### src/rtl/soc_io_uart_tx_pkg.sv
// rtl/soc_io_uart_tx_pkg.sv - shared IO-page constants and TX state encoding
package soc_io_uart_tx_pkg;

    // Address bit that selects the IO page.
    localparam int IO_BIT = 22;

    // Word-offset bit indices, relative to mem_addr[2]. The word offset is
    // decoded one-hot, so each register owns one address bit.
    localparam int IO_LEDS_BIT      = 0;
    localparam int IO_UART_DAT_BIT  = 1;
    localparam int IO_UART_CNTL_BIT = 2;

    // Position of the busy flag in the UART_CNTL status word.
    localparam int UART_BUSY_BIT = 9;

    // TX FSM encoding.
    typedef logic [1:0] tx_state_t;
    localparam tx_state_t TX_IDLE  = 2'd0;
    localparam tx_state_t TX_START = 2'd1;
    localparam tx_state_t TX_DATA  = 2'd2;
    localparam tx_state_t TX_STOP  = 2'd3;

endpackage

### src/rtl/soc_io_uart_tx_if.sv
// rtl/soc_io_uart_tx_if.sv - CPU memory bus between the initiator and the IO responder
//
// Signals:
//   mem_addr   byte address from the CPU
//   mem_wdata  write data
//   mem_wmask  byte write enables; nonzero means write
//   mem_rstrb  one-cycle read strobe
//   mem_rdata  read data returned by the responder
interface soc_io_uart_tx_if;
    logic [31:0] mem_addr;
    logic [31:0] mem_wdata;
    logic [3:0]  mem_wmask;
    logic        mem_rstrb;
    logic [31:0] mem_rdata;

    modport master (
        output mem_addr,
        output mem_wdata,
        output mem_wmask,
        output mem_rstrb,
        input  mem_rdata
    );

    modport slave (
        input  mem_addr,
        input  mem_wdata,
        input  mem_wmask,
        input  mem_rstrb,
        output mem_rdata
    );
endinterface

### src/rtl/soc_io_uart_tx_core.sv
// rtl/soc_io_uart_tx_core.sv - 8N1 UART serialiser with valid/ready byte input
//
// Ports:
//   clk, resetn  clock and synchronous active-low reset
//   i_data       byte to transmit
//   i_valid      i_data is available
//   o_ready      core is idle; a byte is taken when i_valid && o_ready
//   o_txd        serial output, idle high
module uart_tx_core
    import soc_io_uart_tx_pkg::*;
#(
    parameter int CLKS_PER_BIT = 10
) (
    input  logic       clk,
    input  logic       resetn,
    input  logic [7:0] i_data,
    input  logic       i_valid,
    output logic       o_ready,
    output logic       o_txd
);

    localparam int BW = (CLKS_PER_BIT > 1) ? $clog2(CLKS_PER_BIT) : 1;
    localparam logic [BW-1:0] BAUD_LAST = BW'(CLKS_PER_BIT - 1);

    tx_state_t   r_state;
    tx_state_t   w_next_state;
    logic [BW-1:0] r_baud;
    logic [2:0]  r_bit;
    logic [7:0]  r_shift;
    logic        w_baud_last;

    assign w_baud_last = (r_baud == BAUD_LAST);

    // State register plus the datapath that advances with it.
    always_ff @(posedge clk) begin
        if (!resetn) begin
            r_state <= TX_IDLE;
            r_baud  <= '0;
            r_bit   <= '0;
            r_shift <= '0;
        end else begin
            r_state <= w_next_state;
            case (r_state)
                TX_IDLE: begin
                    if (i_valid) begin
                        r_shift <= i_data;
                        r_baud  <= '0;
                        r_bit   <= '0;
                    end
                end
                TX_START: begin
                    if (w_baud_last) begin
                        r_baud <= '0;
                        r_bit  <= '0;
                    end else begin
                        r_baud <= r_baud + 1'b1;
                    end
                end
                TX_DATA: begin
                    if (w_baud_last) begin
                        r_baud  <= '0;
                        r_shift <= {1'b0, r_shift[7:1]};
                        r_bit   <= r_bit + 3'd1;
                    end else begin
                        r_baud <= r_baud + 1'b1;
                    end
                end
                default: begin
                    if (w_baud_last) begin
                        r_baud <= '0;
                    end else begin
                        r_baud <= r_baud + 1'b1;
                    end
                end
            endcase
        end
    end

    always_comb begin
        w_next_state = r_state;
        case (r_state)
            TX_IDLE:  if (i_valid)                        w_next_state = TX_START;
            TX_START: if (w_baud_last)                    w_next_state = TX_DATA;
            TX_DATA:  if (w_baud_last && r_bit == 3'd7)   w_next_state = TX_STOP;
            TX_STOP:  if (w_baud_last)                    w_next_state = TX_IDLE;
            default:                                      w_next_state = TX_IDLE;
        endcase
    end

    // TXD comes straight off registered state so reset forces it high at once.
    always_comb begin
        o_txd   = 1'b1;
        o_ready = 1'b0;
        case (r_state)
            TX_IDLE:  o_ready = 1'b1;
            TX_START: o_txd   = 1'b0;
            TX_DATA:  o_txd   = r_shift[0];
            default:  o_txd   = 1'b1;
        endcase
    end

endmodule

### src/rtl/soc_io_uart_tx.sv
// rtl/soc_io_uart_tx.sv - IO-page responder: LED register, UART holding register and status read
//
// Ports:
//   clk, resetn  clock and synchronous active-low reset
//   bus          CPU memory bus, slave side (addr/wdata/wmask/rstrb in, rdata out)
//   leds         LED register, active-high
//   txd          UART serial output, idle high
module soc_io_uart_tx
    import soc_io_uart_tx_pkg::*;
#(
    parameter int CLK_FREQ     = 48000000,
    parameter int BAUD         = 115200,
    parameter int CLKS_PER_BIT = CLK_FREQ / BAUD
) (
    input  logic              clk,
    input  logic              resetn,
    soc_io_uart_tx_if.slave   bus,
    output logic [4:0]        leds,
    output logic              txd
);

    logic        w_io_sel;
    logic        w_wr;
    logic        w_rd;
    logic        w_sel_leds;
    logic        w_sel_dat;
    logic        w_sel_cntl;
    logic [31:0] w_rd_mux;
    logic [31:0] r_rdata;
    logic [4:0]  r_leds;
    logic [7:0]  r_hold;
    logic        r_hold_full;
    logic        w_tx_ready;
    logic        w_txd;
    logic        w_unused;

    assign w_io_sel   = bus.mem_addr[IO_BIT];
    assign w_wr       = w_io_sel && (|bus.mem_wmask);
    assign w_rd       = w_io_sel && bus.mem_rstrb;
    assign w_sel_leds = bus.mem_addr[2 + IO_LEDS_BIT];
    assign w_sel_dat  = bus.mem_addr[2 + IO_UART_DAT_BIT];
    assign w_sel_cntl = bus.mem_addr[2 + IO_UART_CNTL_BIT];

    assign w_unused = &{1'b0, bus.mem_addr[31:23], bus.mem_addr[21:5],
                        bus.mem_addr[1:0], bus.mem_wdata[31:8]};

    always_comb begin
        w_rd_mux = '0;
        if (w_sel_leds) begin
            w_rd_mux = {27'b0, r_leds};
        end else if (w_sel_cntl) begin
            w_rd_mux[UART_BUSY_BIT] = r_hold_full;
        end
    end

    always_ff @(posedge clk) begin
        if (!resetn) begin
            r_leds      <= '0;
            r_rdata     <= '0;
            r_hold      <= '0;
            r_hold_full <= 1'b0;
        end else begin
            if (w_wr && w_sel_leds) begin
                r_leds <= bus.mem_wdata[4:0];
            end
            // The core's unload wins over a same-cycle write; that write is
            // dropped because hold_full was still set when it was sampled.
            if (r_hold_full && w_tx_ready) begin
                r_hold_full <= 1'b0;
            end else if (w_wr && w_sel_dat && !r_hold_full) begin
                r_hold      <= bus.mem_wdata[7:0];
                r_hold_full <= 1'b1;
            end
            if (w_rd) begin
                r_rdata <= w_rd_mux;
            end
        end
    end

    uart_tx_core #(
        .CLKS_PER_BIT (CLKS_PER_BIT)
    ) u_core (
        .clk     (clk),
        .resetn  (resetn),
        .i_data  (r_hold),
        .i_valid (r_hold_full),
        .o_ready (w_tx_ready),
        .o_txd   (w_txd)
    );

    assign bus.mem_rdata = r_rdata;
    assign leds          = r_leds;
    assign txd           = w_txd;

endmodule

### src/flat_wrapper.sv
// flat-port wrapper written by rule: the top's interface ports become plain ports
module soc_io_uart_tx_flat import soc_io_uart_tx_pkg::*;
#(
    parameter int CLK_FREQ     = 48000000,
    parameter int BAUD         = 115200,
    parameter int CLKS_PER_BIT = CLK_FREQ / BAUD
)
  (clk, resetn, leds, txd, bus_mem_addr, bus_mem_wdata, bus_mem_wmask, bus_mem_rstrb, bus_mem_rdata);
  soc_io_uart_tx_if bus_i ();
  input  logic clk;
  input  logic resetn;
  output logic [4:0] leds;
  output logic txd;
  input wire logic [$bits(bus_i.mem_addr)-1:0] bus_mem_addr;
  input wire logic [$bits(bus_i.mem_wdata)-1:0] bus_mem_wdata;
  input wire logic [$bits(bus_i.mem_wmask)-1:0] bus_mem_wmask;
  input wire logic [$bits(bus_i.mem_rstrb)-1:0] bus_mem_rstrb;
  output wire logic [$bits(bus_i.mem_rdata)-1:0] bus_mem_rdata;
  assign bus_i.mem_addr = bus_mem_addr;
  assign bus_i.mem_wdata = bus_mem_wdata;
  assign bus_i.mem_wmask = bus_mem_wmask;
  assign bus_i.mem_rstrb = bus_mem_rstrb;
  assign bus_mem_rdata = bus_i.mem_rdata;
  soc_io_uart_tx #(.CLK_FREQ(CLK_FREQ), .BAUD(BAUD), .CLKS_PER_BIT(CLKS_PER_BIT)) u_core (.clk(clk), .resetn(resetn), .bus(bus_i), .leds(leds), .txd(txd));
endmodule
### config.mk
export PLATFORM = sky130hd
export DESIGN_NAME = soc_io_uart_tx_flat
export DESIGN_NICKNAME = d
export VERILOG_FILES = /design/src/rtl/soc_io_uart_tx_pkg.sv /design/src/rtl/soc_io_uart_tx_if.sv /design/src/rtl/soc_io_uart_tx_core.sv /design/src/rtl/soc_io_uart_tx.sv /design/src/flat_wrapper.sv
export SDC_FILE = /design/constraint.sdc
export NUM_CORES = 1
export LEC_CHECK = 0
export BUFFER_PORTS_ARGS = -buffer_cell sky130_fd_sc_hd__buf_4
export CAP_MARGIN = 20
export CORE_ASPECT_RATIO = 0.5
export CORE_MARGIN = 1.5
export CORE_UTILIZATION = 47
export CTS_BUF_LIST = sky130_fd_sc_hd__clkbuf_8
export DETAILED_ROUTE_END_ITERATION = 7
export PLACE_DENSITY = 0.79
export SYNTH_ARGS = -nofsm -noshare
export SYNTH_HDL_FRONTEND = slang
export SYNTH_SLANG_ARGS = --single-unit
### constraint.sdc
create_clock -name clk -period 1.92 [get_ports clk]
set_input_delay 0.096 -clock clk [delete_from_list [all_inputs] [get_ports clk]]
set_output_delay 0.096 -clock clk [all_outputs]
set_load 0.01 [all_outputs]
# After elaboration in Yosys (flattened, before gate mapping)
# Cells that the tools add are included.
op_classes:
  add_sub_neg: 2
  eq_ne: 10
  mux: 20
  bitwise: 2
  n_reduce_logical: 17
ops:
  columns: ["op", "count"]
  rows:
  - ["$mux 9", 3]
  - ["$mux 8", 2]
  - ["$pmux 8 s2", 1]
  - ["$add 9x1->9 const B", 1]
  - ["$eq 9x9->1 const B", 1]
  - ["$mux 3", 3]
  - ["$pmux 3 s3", 1]
  - ["$mux 2", 4]
  - ["$ne 2x2->1 const B", 4]
  - ["$pmux 2 s4", 1]
  - ["$reduce_and 4->1", 2]
  - ["$logic_and 1x1->1", 7]
  - ["$mux 5", 1]
  - ["$eq 2x2->1 const B", 2]
  - ["$reduce_or 4->1", 1]
  - ["$add 3x1->3 const B", 1]
  - ["$eq 3x3->1 const B", 1]
  - ["$mux 1", 3]
  - ["$reduce_and 3->1", 1]
  - ["$reduce_bool 3->1", 1]
  - ["$eq 2x1->1 const B", 1]
  - ["$logic_not 2->1", 1]
  - ["$ne 2x1->1 const B", 1]
  - ["$not 1->1", 2]
  - ["other kinds (5)", 5]
totals:
  regBits: 46
  inputBits: 71
  wordCells: 59

# Longest topological paths before layout
# Gate-level depths: netlist of run 1.
logic_depth:
  ltp_word: 5
  depth_mapped: 7
  mapped_depth_nobuf: 6

# Hierarchy
# A second synthesis of run 1 with hierarchy kept.
unflattened:
  cells_unflattened: 249
  area_unflattened_um2: 2218.4
modules_own_cells:
  columns: ["module", "instances", "cells_per_inst", "area_each_um2", "seq_area_each_um2"]
  rows:
  - ["uart_tx_core", 1, 137, 1224.9, 440.4]
  - ["soc_io_uart_tx", 1, 112, 993.5, 400.4]

# Worst setup path before layout of run 1
# Ideal clock, no wire load.
synth_timing:
  path_type: "flip-flop to flip-flop"
  startpoint: "reg u_core.u_core.r_state[0]"
  endpoint: "reg u_core.u_core.r_state[0]"
  setup_ns: 0.116
  arrival_ns: 1.545
  t_required_ns: 1.804
  slack_ns: 0.259
  path_stages_with_launch: 6
  n_path_buf: 0
  cell_sequence: "dfxtp_1 -> inv_1 -> ha_1 -> or3_1 -> a2111o_1 -> o211a_1"
synth_between:
  elab_chain_cells: 3
synth_lines:
  columns: ["element", "line_no", "source"]
  rows:
  - ["start, declared", "soc_io_uart_tx_core.sv:25", "tx_state_t r_state;"]
  - ["start signal, assigned", "soc_io_uart_tx_core.sv:42", "r_state <= w_next_state;"]
  - ["$eq 2x2->1 (tied with other cells)", "soc_io_uart_tx_core.sv:81", "case (r_state)"]
  - ["$ne 2x2->1 (no line) / $ne 2x1->1 (equally long branches)", null, null]
  - ["$reduce_and 4->1 (no line)", null, null]
# Several ways; a longest one is shown, not always the timed one.
# A chain may end at the register's enable or synchronous reset.

# Worst setup path after layout of run 1
layout_timing:
  startpoint: "reg u_core.u_core.r_baud[0]"
  endpoint: "reg u_core.u_core.r_state[1]"
layout_between:
  elab_chain_cells: 4
layout_lines:
  columns: ["element", "line_no", "source"]
  rows:
  - ["start, declared", "soc_io_uart_tx_core.sv:27", "logic [BW-1:0] r_baud;"]
  - ["start signal, assigned", "soc_io_uart_tx_core.sv:56", "r_baud <= r_baud + 1'b1;"]
  - ["start signal, assigned", "soc_io_uart_tx_core.sv:65", "r_baud <= r_baud + 1'b1;"]
  - ["start signal, assigned", "soc_io_uart_tx_core.sv:72", "r_baud <= r_baud + 1'b1;"]
  - ["$eq 9x9->1 (*)", "soc_io_uart_tx_core.sv:32", "assign w_baud_last = (r_baud == BAUD_LAST);"]
  - ["$logic_and 1x1->1", "soc_io_uart_tx_core.sv:84", "TX_DATA: if (w_baud_last && r_bit == 3'd7) w_next_state = TX_STOP;"]
  - ["$ne 2x2->1 (no line)", null, null]
  - ["$reduce_and 4->1 (no line) (*)", null, null]
# Every way passes the cells marked *; elsewhere a longest branch is shown, timed or not.

==> results.rst, run 1 <==
.. list-table::
   :header-rows: 1

   * - Metric
     - Value
   * - Result of the run
     - finished, final reports clean
   * - Worst Max-Slew Pin Slew
     - 0.8904 ns
   * - Pin count of the biggest net entering global routing
     - 33
   * - Final standard cell utilization of the core
     - 0.5568
   * - Number of buffers added for setup after CTS
     - 0
   * - Startpoint type of the worst setup path
     - flop
   * - Clock tree root driver cell
     - sky130_fd_sc_hd__clkbuf_8
   * - Min cycle time layout
     - 1.760 ns
   * - Number of standard cells after synthesis
     - 242
   * - Overall die width
     - 99.34 µm
   * - Row Count
     - 17
   * - Diode insertion count for antenna repair
     - 0
   * - Deepest clock path buffer count
     - 2
   * - Crit path arrival time
     - 1.99 ns
   * - H-tree lvl count
     - 2
   * - Routed wire per std cell
     - 13.06 µm
   * - Post-synthesis cell type with the largest combined area
     - sky130_fd_sc_hd__dfxtp_1
   * - Growth of design area from synthesis to finish
     - 12.97%
   * - Number of buffer cells added on primary ports
     - 30
   * - Total DRC errors in the routed layout
     - 0
   * - Half-perimeter wire length after placement
     - ~3200 µm
   * - Final Hold Vio Count
     - 0
   * - Hold WS
     - between 0.02 and 0.03 ns
   * - Total wirelength of the detailed-routed design
     - 4311 µm
   * - Worst Slack Setup Final
     - 0.1595 ns
   * - Post-layout nets
     - 351
   * - Leading cell types by total area after synthesis
     - sky130_fd_sc_hd__dfxtp_1 39%, sky130_fd_sc_hd__buf_4 9.0%, sky130_fd_sc_hd__mux2i_1 8.3%, sky130_fd_sc_hd__nor2_1 6.0%, sky130_fd_sc_hd__ha_1 4.6%
   * - Required time at the endpoint of the critical path
     - approximately 2.2 ns
   * - Critical path class
     - reg -> reg
   * - Main synth FF type
     - sky130_fd_sc_hd__dfxtp_1
   * - Type of the worst min-delay path
     - in -> reg
   * - GR Overflow Total
     - 0
   * - Count of final setup violators
     - 0
   * - Leading cell type by number of instances after synthesis
     - sky130_fd_sc_hd__dfxtp_1
   * - Number of global-route vias before repair
     - 1,605
   * - DIE HEIGHT
     - 51.17 µm
   * - Global-route wire length before repair
     - around 7400 µm
   * - Initial Utilization
     - 0.4929
   * - Largest vdd supply drop
     - 0.5255 mV
   * - RSZ-0062 raised after global routing
     - false
   * - Clk sink count
     - 42
   * - Leakage power total
     - 1.083 nW
   * - Top-area cell type share of the netlist area
     - 0.3855
   * - Clock insertion delay at the later pin of the skew report
     - 0.31 ns
   * - Final Max Slew Viols
     - 0
   * - Crit path capture type
     - flop
   * - Cell types with the highest counts after synthesis
     - 42 x sky130_fd_sc_hd__dfxtp_1, 35 x sky130_fd_sc_hd__nor2_1, 26 x sky130_fd_sc_hd__buf_4, 18 x sky130_fd_sc_hd__mux2i_1, 18 x sky130_fd_sc_hd__nand2_1
   * - Final clock period utilization by the worst path
     - 0.9169
   * - TritonCTS clock tree
     - yes
   * - Total power
     - 2.460 mW
   * - Number of max-cap violations
     - 0
   * - Via-to-Cell Ratio
     - 5.239
   * - I/O Pins
     - 109
   * - Worst-case clock skew
     - 0.01332 ns
   * - Synthesized area divided by synthesized cell count
     - 9.012 µm²
   * - Number of flops mapped to enable cells by yosys
     - 0
   * - Floorplan die area
     - a little over 5000 µm²
   * - Initial DRC count
     - 61
   * - Detailed-route via count
     - 1,729
   * - Final weighted congestion in routability-driven placement
     - 0.7859
   * - P per Cell Area
     - 998.7 nW/µm²
   * - Fmax
     - 568.0 MHz
   * - Post-CTS Hold Fix Bufs
     - 0
   * - Clock-pin slew on the worst setup and hold paths
     - 0.09 ns
   * - CTS-repair resized insts
     - 0
   * - Iteration count of the initial detailed-routing pass
     - 4
   * - Proportion of synthesized flip-flops having asynchronous set or reset
     - 0
   * - Worst setup slack before clock tree synthesis
     - 0.1867 ns
   * - GRT Total Usage
     - 0.1859
   * - Share of post-route cells with drive strength above 1
     - 0.2198
   * - Warning count from the yosys run
     - 0
   * - Total negative slack for setup checks
     - 0 ns
   * - Number of antenna violations at the first check in global routing
     - 0
   * - Worst relative slew slack
     - 0.4038
   * - Area of the core
     - 4424 µm²
   * - Synthesized cell area
     - around 2200 µm²
   * - Yosys reg bits
     - 42
   * - Share of the yosys chip area belonging to registers
     - 0.3855
   * - Crit Path Max Fanout
     - 7
   * - Number of routed nets with antenna violations
     - 0
   * - Number of distinct library cells after synthesis
     - 44
   * - Total clock buffers created by CTS
     - 5
## sequential cells by signal, summed over array words and instances (netlist names)
| register | count |
|---|---|
| u_core.u_core.r_baud | 9 |
| u_core.r_hold | 8 |
| u_core.u_core.r_shift | 8 |
| u_core.bus.mem_rdata | 6 |
| u_core.leds | 5 |
| u_core.u_core.r_bit | 3 |
| u_core.u_core.r_state | 2 |
| u_core.r_hold_full | 1 |
## power by group
part,internal (mW),total [mW],switching (mW),leakage [nW]
sequential,0.989,1.07,0.0797,0.342
clock,0.263,0.603,0.340,0.0447
combinational,0.353,0.789,0.436,0.696
total,1.60,2.46,0.856,1.08
## layer usage
metal / vias up / GRT usage / share of wire / wire length, µm
li1: 849 / - / - / -
met1: 825 / 0.2303 / 0.45 / 1935
met2: 47 / 0.3151 / 0.49 / 2113
met3: 8 / 0.04104 / 0.043 / 187
met4: 0 / 0.08451 / 0.017 / 75
met5: - / 0 / 0 / 0
## per-stage QoR
stage	cells	area (µm²)
3_5_place_dp	322	2370
4_1_cts	330	2464
2_1_floorplan	267	2275
3_3_place_gp	322	2370
5_1_grt	330	2464
6_report	330	2464
## cell usage in the layout (no fill, tap or decap), drive strengths merged, types with 2 or more instances in the layout
master	n
and3	4
nand2	18
nor2b	2
a31oi	2
nand2b	3
mux2i	18
a311oi	2
inv	8
ha	8
nor3b	2
nand3b	4
nor2	35
o221a	8
buf	35
o21ai	4
conb	26
a21oi	12
clkbuf	5
o211ai	2
nand3	15
and2	3
dfxtp	42
## worst max-delay path: stages, from the launching register on
cell and delay (ns):
sky130_fd_sc_hd__dfxtp_1 0.39, sky130_fd_sc_hd__ha_1 0.20, sky130_fd_sc_hd__and3_1 0.37, sky130_fd_sc_hd__nand3_4 0.17, sky130_fd_sc_hd__a221oi_2 0.34, sky130_fd_sc_hd__mux2i_1 0.22
## final cells by class
cell class | instances | area [µm²]
tap | 57 | 71.32
fill | 410 | 1961
clock buffer | 5 | 68.82
clock inverter | 3 | 25.02
multi-input combinational | 181 | 1169
inverter | 7 | 26.28
timing repair buffer | 35 | 262.8
sequential | 42 | 840.8
## cells by family after synthesis
family	after synthesis	synth area share
fa+ha+maj	8	0.04590
mux	18	0.08261
other cells	1	0.001720
flops	42	0.3855
simple gates	90	0.2134
buf+inv	44	0.1239
compound gates	39	0.1469
## path summary, 6_finish.rpt
| path | from | to | slack, ns | depth (start not counted) |
|---|---|---|---|---|
| max | u_core.u_core.r_baud[0] | u_core.u_core.r_state[1] | 0.16 | 5 |
| min | bus_mem_wdata[0] | u_core.leds[0] | 0.03 | 3 |
| max reg2reg | u_core.u_core.r_baud[0] | u_core.u_core.r_state[1] | 0.16 | 5 |
| min reg2reg | u_core.bus.mem_rdata[1] | u_core.bus.mem_rdata[1] | 0.46 | 2 |
Power figures use the tool's default switching activity.
==> run 2: changes to the inputs <==
- GPL_TIMING_DRIVEN: default -> 0
- clock period: 1.92 -> 1.7 ns (I/O delays scaled with it)
==> run 2 against run 1 <==
Final area up 13%. Clock skew down 0.0098 ns. Clock power up 30%. Critical endpoint is now u_core.u_core.r_state[0]. Critical path type unchanged. Cell count up 11%. Non-clock buffer count up 37. Maximum frequency up 5.6%. Largest power group unchanged. Highest routed layer unchanged.
==> results.rst, run 2 (synthesis results as in run 1) <==
.. list-table::
   :header-rows: 1

   * - Metric
     - Value
   * - Result of the run
     - finished, final reports clean
   * - Floorplan die area
     - 5082 µm²
   * - I/O Pins
     - 109
   * - Crit path arrival time
     - 1.86 ns
   * - Diode insertion count for antenna repair
     - 0
   * - Clock tree root driver cell
     - sky130_fd_sc_hd__clkbuf_8
   * - Crit Path Max Fanout
     - 5
   * - Largest vdd supply drop
     - ~0.62 mV
   * - Worst Slack Setup Final
     - 0.03363 ns
   * - # placed instances
     - 354
   * - Final standard cell utilization of the core
     - 0.6298
   * - Number of antenna violations at the first check in global routing
     - 0
   * - Final clock period utilization by the worst path
     - 0.9802
   * - Initial Utilization
     - 0.4929
   * - H-tree lvl count
     - 2
   * - Post-layout nets
     - 388
   * - Total wirelength of the detailed-routed design
     - 4583 µm
   * - Share of post-route cells with drive strength above 1
     - 0.3258
   * - Worst relative slew slack
     - 0.6521
   * - Growth of design area from synthesis to finish
     - 27.77%
   * - Total placed instance area
     - 2571 µm²
   * - P per Cell Area
     - 1085 nW/µm²
   * - Overall die width
     - slightly below 100 µm
   * - FF-to-FF path depth
     - 6
   * - Number of global-route vias before repair
     - ~1,600
   * - Type of the worst min-delay path
     - in -> reg
   * - Clock insertion delay at the later pin of the skew report
     - 0.29 ns
   * - Worst setup slack before clock tree synthesis
     - -0.1473 ns
   * - Count of final setup violators
     - 0
   * - Leakage power total
     - roughly 1.3 nW
   * - Iteration count of the initial detailed-routing pass
     - 4
   * - Detailed-route via count
     - around 1,900
   * - GRT Total Usage
     - 0.1817
   * - Deepest clock path buffer count
     - 2
   * - Max reg flops
     - 9
   * - Final weighted congestion in routability-driven placement
     - about 0.81
   * - Startpoint type of the worst setup path
     - flop
   * - Top library cells by usage in the layout, fill and taps aside
     - 62 x sky130_fd_sc_hd__buf_4, 38 x sky130_fd_sc_hd__dfxtp_1, 35 x sky130_fd_sc_hd__nor2_1, 26 x sky130_fd_sc_hd__conb_1
   * - Final Hold Vio Count
     - 0
   * - Clk sink count
     - 42
   * - Worst-case clock skew
     - 0.003562 ns
   * - Filler Cell Count
     - 354
   * - Routed wire per std cell
     - roughly 12 µm
   * - Number of routed nets with antenna violations
     - 0
   * - Crit path to
     - u_core.u_core.r_state[0]
   * - Global-route wire length before repair
     - 7231 µm
   * - Via-to-Cell Ratio
     - 5.041
   * - Start point of the critical path
     - u_core.u_core.r_baud[0]
   * - Initial DRC count
     - 56
   * - Registers with the highest flip-flop counts
     - u_core.u_core.r_baud: 9 flops, u_core.r_hold: 8 flops, u_core.u_core.r_shift: 8 flops
   * - Register name with the most flops
     - u_core.u_core.r_baud
   * - Fmax
     - 600.1 MHz
   * - Row Count
     - 17
   * - Number of standard cells in the final layout excluding fillers
     - 367
   * - Required time at the endpoint of the critical path
     - between 1.5 and 2 ns
   * - Half-perimeter wire length after placement
     - about 3300 µm
   * - DIE HEIGHT
     - 51.17 µm
   * - Number of max-cap violations
     - 0
   * - Critical path class
     - reg -> reg
   * - Total power
     - 3.023 mW
   * - Final Max Slew Viols
     - 0
   * - Area of the core
     - 4424 µm²
   * - Total negative slack for setup checks
     - 0 ns
   * - Hold WS
     - ~0.026 ns
   * - Origin of the critical flop-to-flop path
     - u_core.u_core.r_baud[0]
   * - Endpoint of the worst-slack reg-to-reg timing path
     - u_core.u_core.r_state[0]
   * - Worst Hold Depth
     - 3
   * - Final cell area excluding filler cells
     - approximately 2800 µm²
   * - Most common cell after layout, fill and taps aside
     - sky130_fd_sc_hd__buf_4
   * - Min cycle time layout
     - roughly 1.7 ns
   * - Pin count of the biggest net entering global routing
     - 14
   * - Clock-pin slew on the worst setup and hold paths
     - 0.08 ns
   * - Total clock buffers created by CTS
     - 5
   * - Worst Max-Slew Pin Slew
     - 0.5219 ns
   * - Total DRC errors in the routed layout
     - 0
   * - GR Overflow Total
     - 0
   * - TritonCTS clock tree
     - yes
   * - Minimum setup slack among reg-to-reg paths
     - 0.03 ns
   * - Crit path capture type
     - flop
   * - Number of buffer cells added on primary ports
     - 30
[run 2: cell count changes in the layout (fill, tap and decap cells not counted), moves of 3 or more]
cell and change:
sky130_fd_sc_hd__clkbuf_1 +5, sky130_fd_sc_hd__dfxtp_2 +3, sky130_fd_sc_hd__buf_4 +27, sky130_fd_sc_hd__buf_2 +3, sky130_fd_sc_hd__ha_1 -3, sky130_fd_sc_hd__dfxtp_1 -4, sky130_fd_sc_hd__ha_2 +3
[run 2: cell type report]
cell class                 instances  area, µm²  share of cell area
tap                               57      71.32             0.02559
clock buffer                       5      68.82             0.02470
sequential                        42      848.3              0.3044
timing repair buffer              35      262.8             0.09430
clock inverter                     3      41.29             0.01482
multi-input combinational        181       1212              0.4351
inverter                           7      26.28            0.009430
buffer                            37      255.2             0.09160
[run 2: worst max-delay path: stages, from the launching register on]
cell and delay (ns):
sky130_fd_sc_hd__dfxtp_2 0.36, sky130_fd_sc_hd__ha_2 0.19, sky130_fd_sc_hd__and3_1 0.18, sky130_fd_sc_hd__buf_6 0.14, sky130_fd_sc_hd__nand3_4 0.12, sky130_fd_sc_hd__a2111o_1 0.44, sky130_fd_sc_hd__o211a_1 0.13
[run 2: timing repair]
action,CTS,global route
hold buffers,0,0
endpoints found under the setup margin,16,17
pin swaps,0,1
setup buffers,1,4
resized for setup,5,16
[run 2: layer usage]
| metal | up-vias | track usage | share of wire |
|---|---|---|---|
| li1 | 925 | - | - |
| met1 | 867 | 0.2274 | 0.47 |
| met2 | 53 | 0.3105 | 0.47 |
| met3 | 5 | 0.04514 | 0.048 |
| met4 | 0 | 0.06338 | 0.0079 |
| met5 | - | 0 | 0 |
[run 2: how the worst min path moves through the flow]
stage | end | slack (ns) | startpoint
finish | u_core.r_hold[7] | 0.03 | bus_mem_wdata[7]
global route | u_core.r_hold[0] | 0.04 | bus_mem_wdata[0]
CTS | u_core.leds[2] | 0.03 | bus_mem_wdata[2]
detailed placement | u_core.leds[2] | 0.33 | bus_mem_wdata[2]
global placement | u_core.r_hold[6] | 0.32 | bus_mem_wdata[6]
floorplan | u_core.leds[0] | 0.23 | bus_mem_wdata[0]
[run 2: power by group]
part	switching, mW	internal, mW	total [mW]
Combinational	0.537	0.486	1.02
Sequential	0.0887	1.13	1.22
Clock	0.352	0.432	0.784
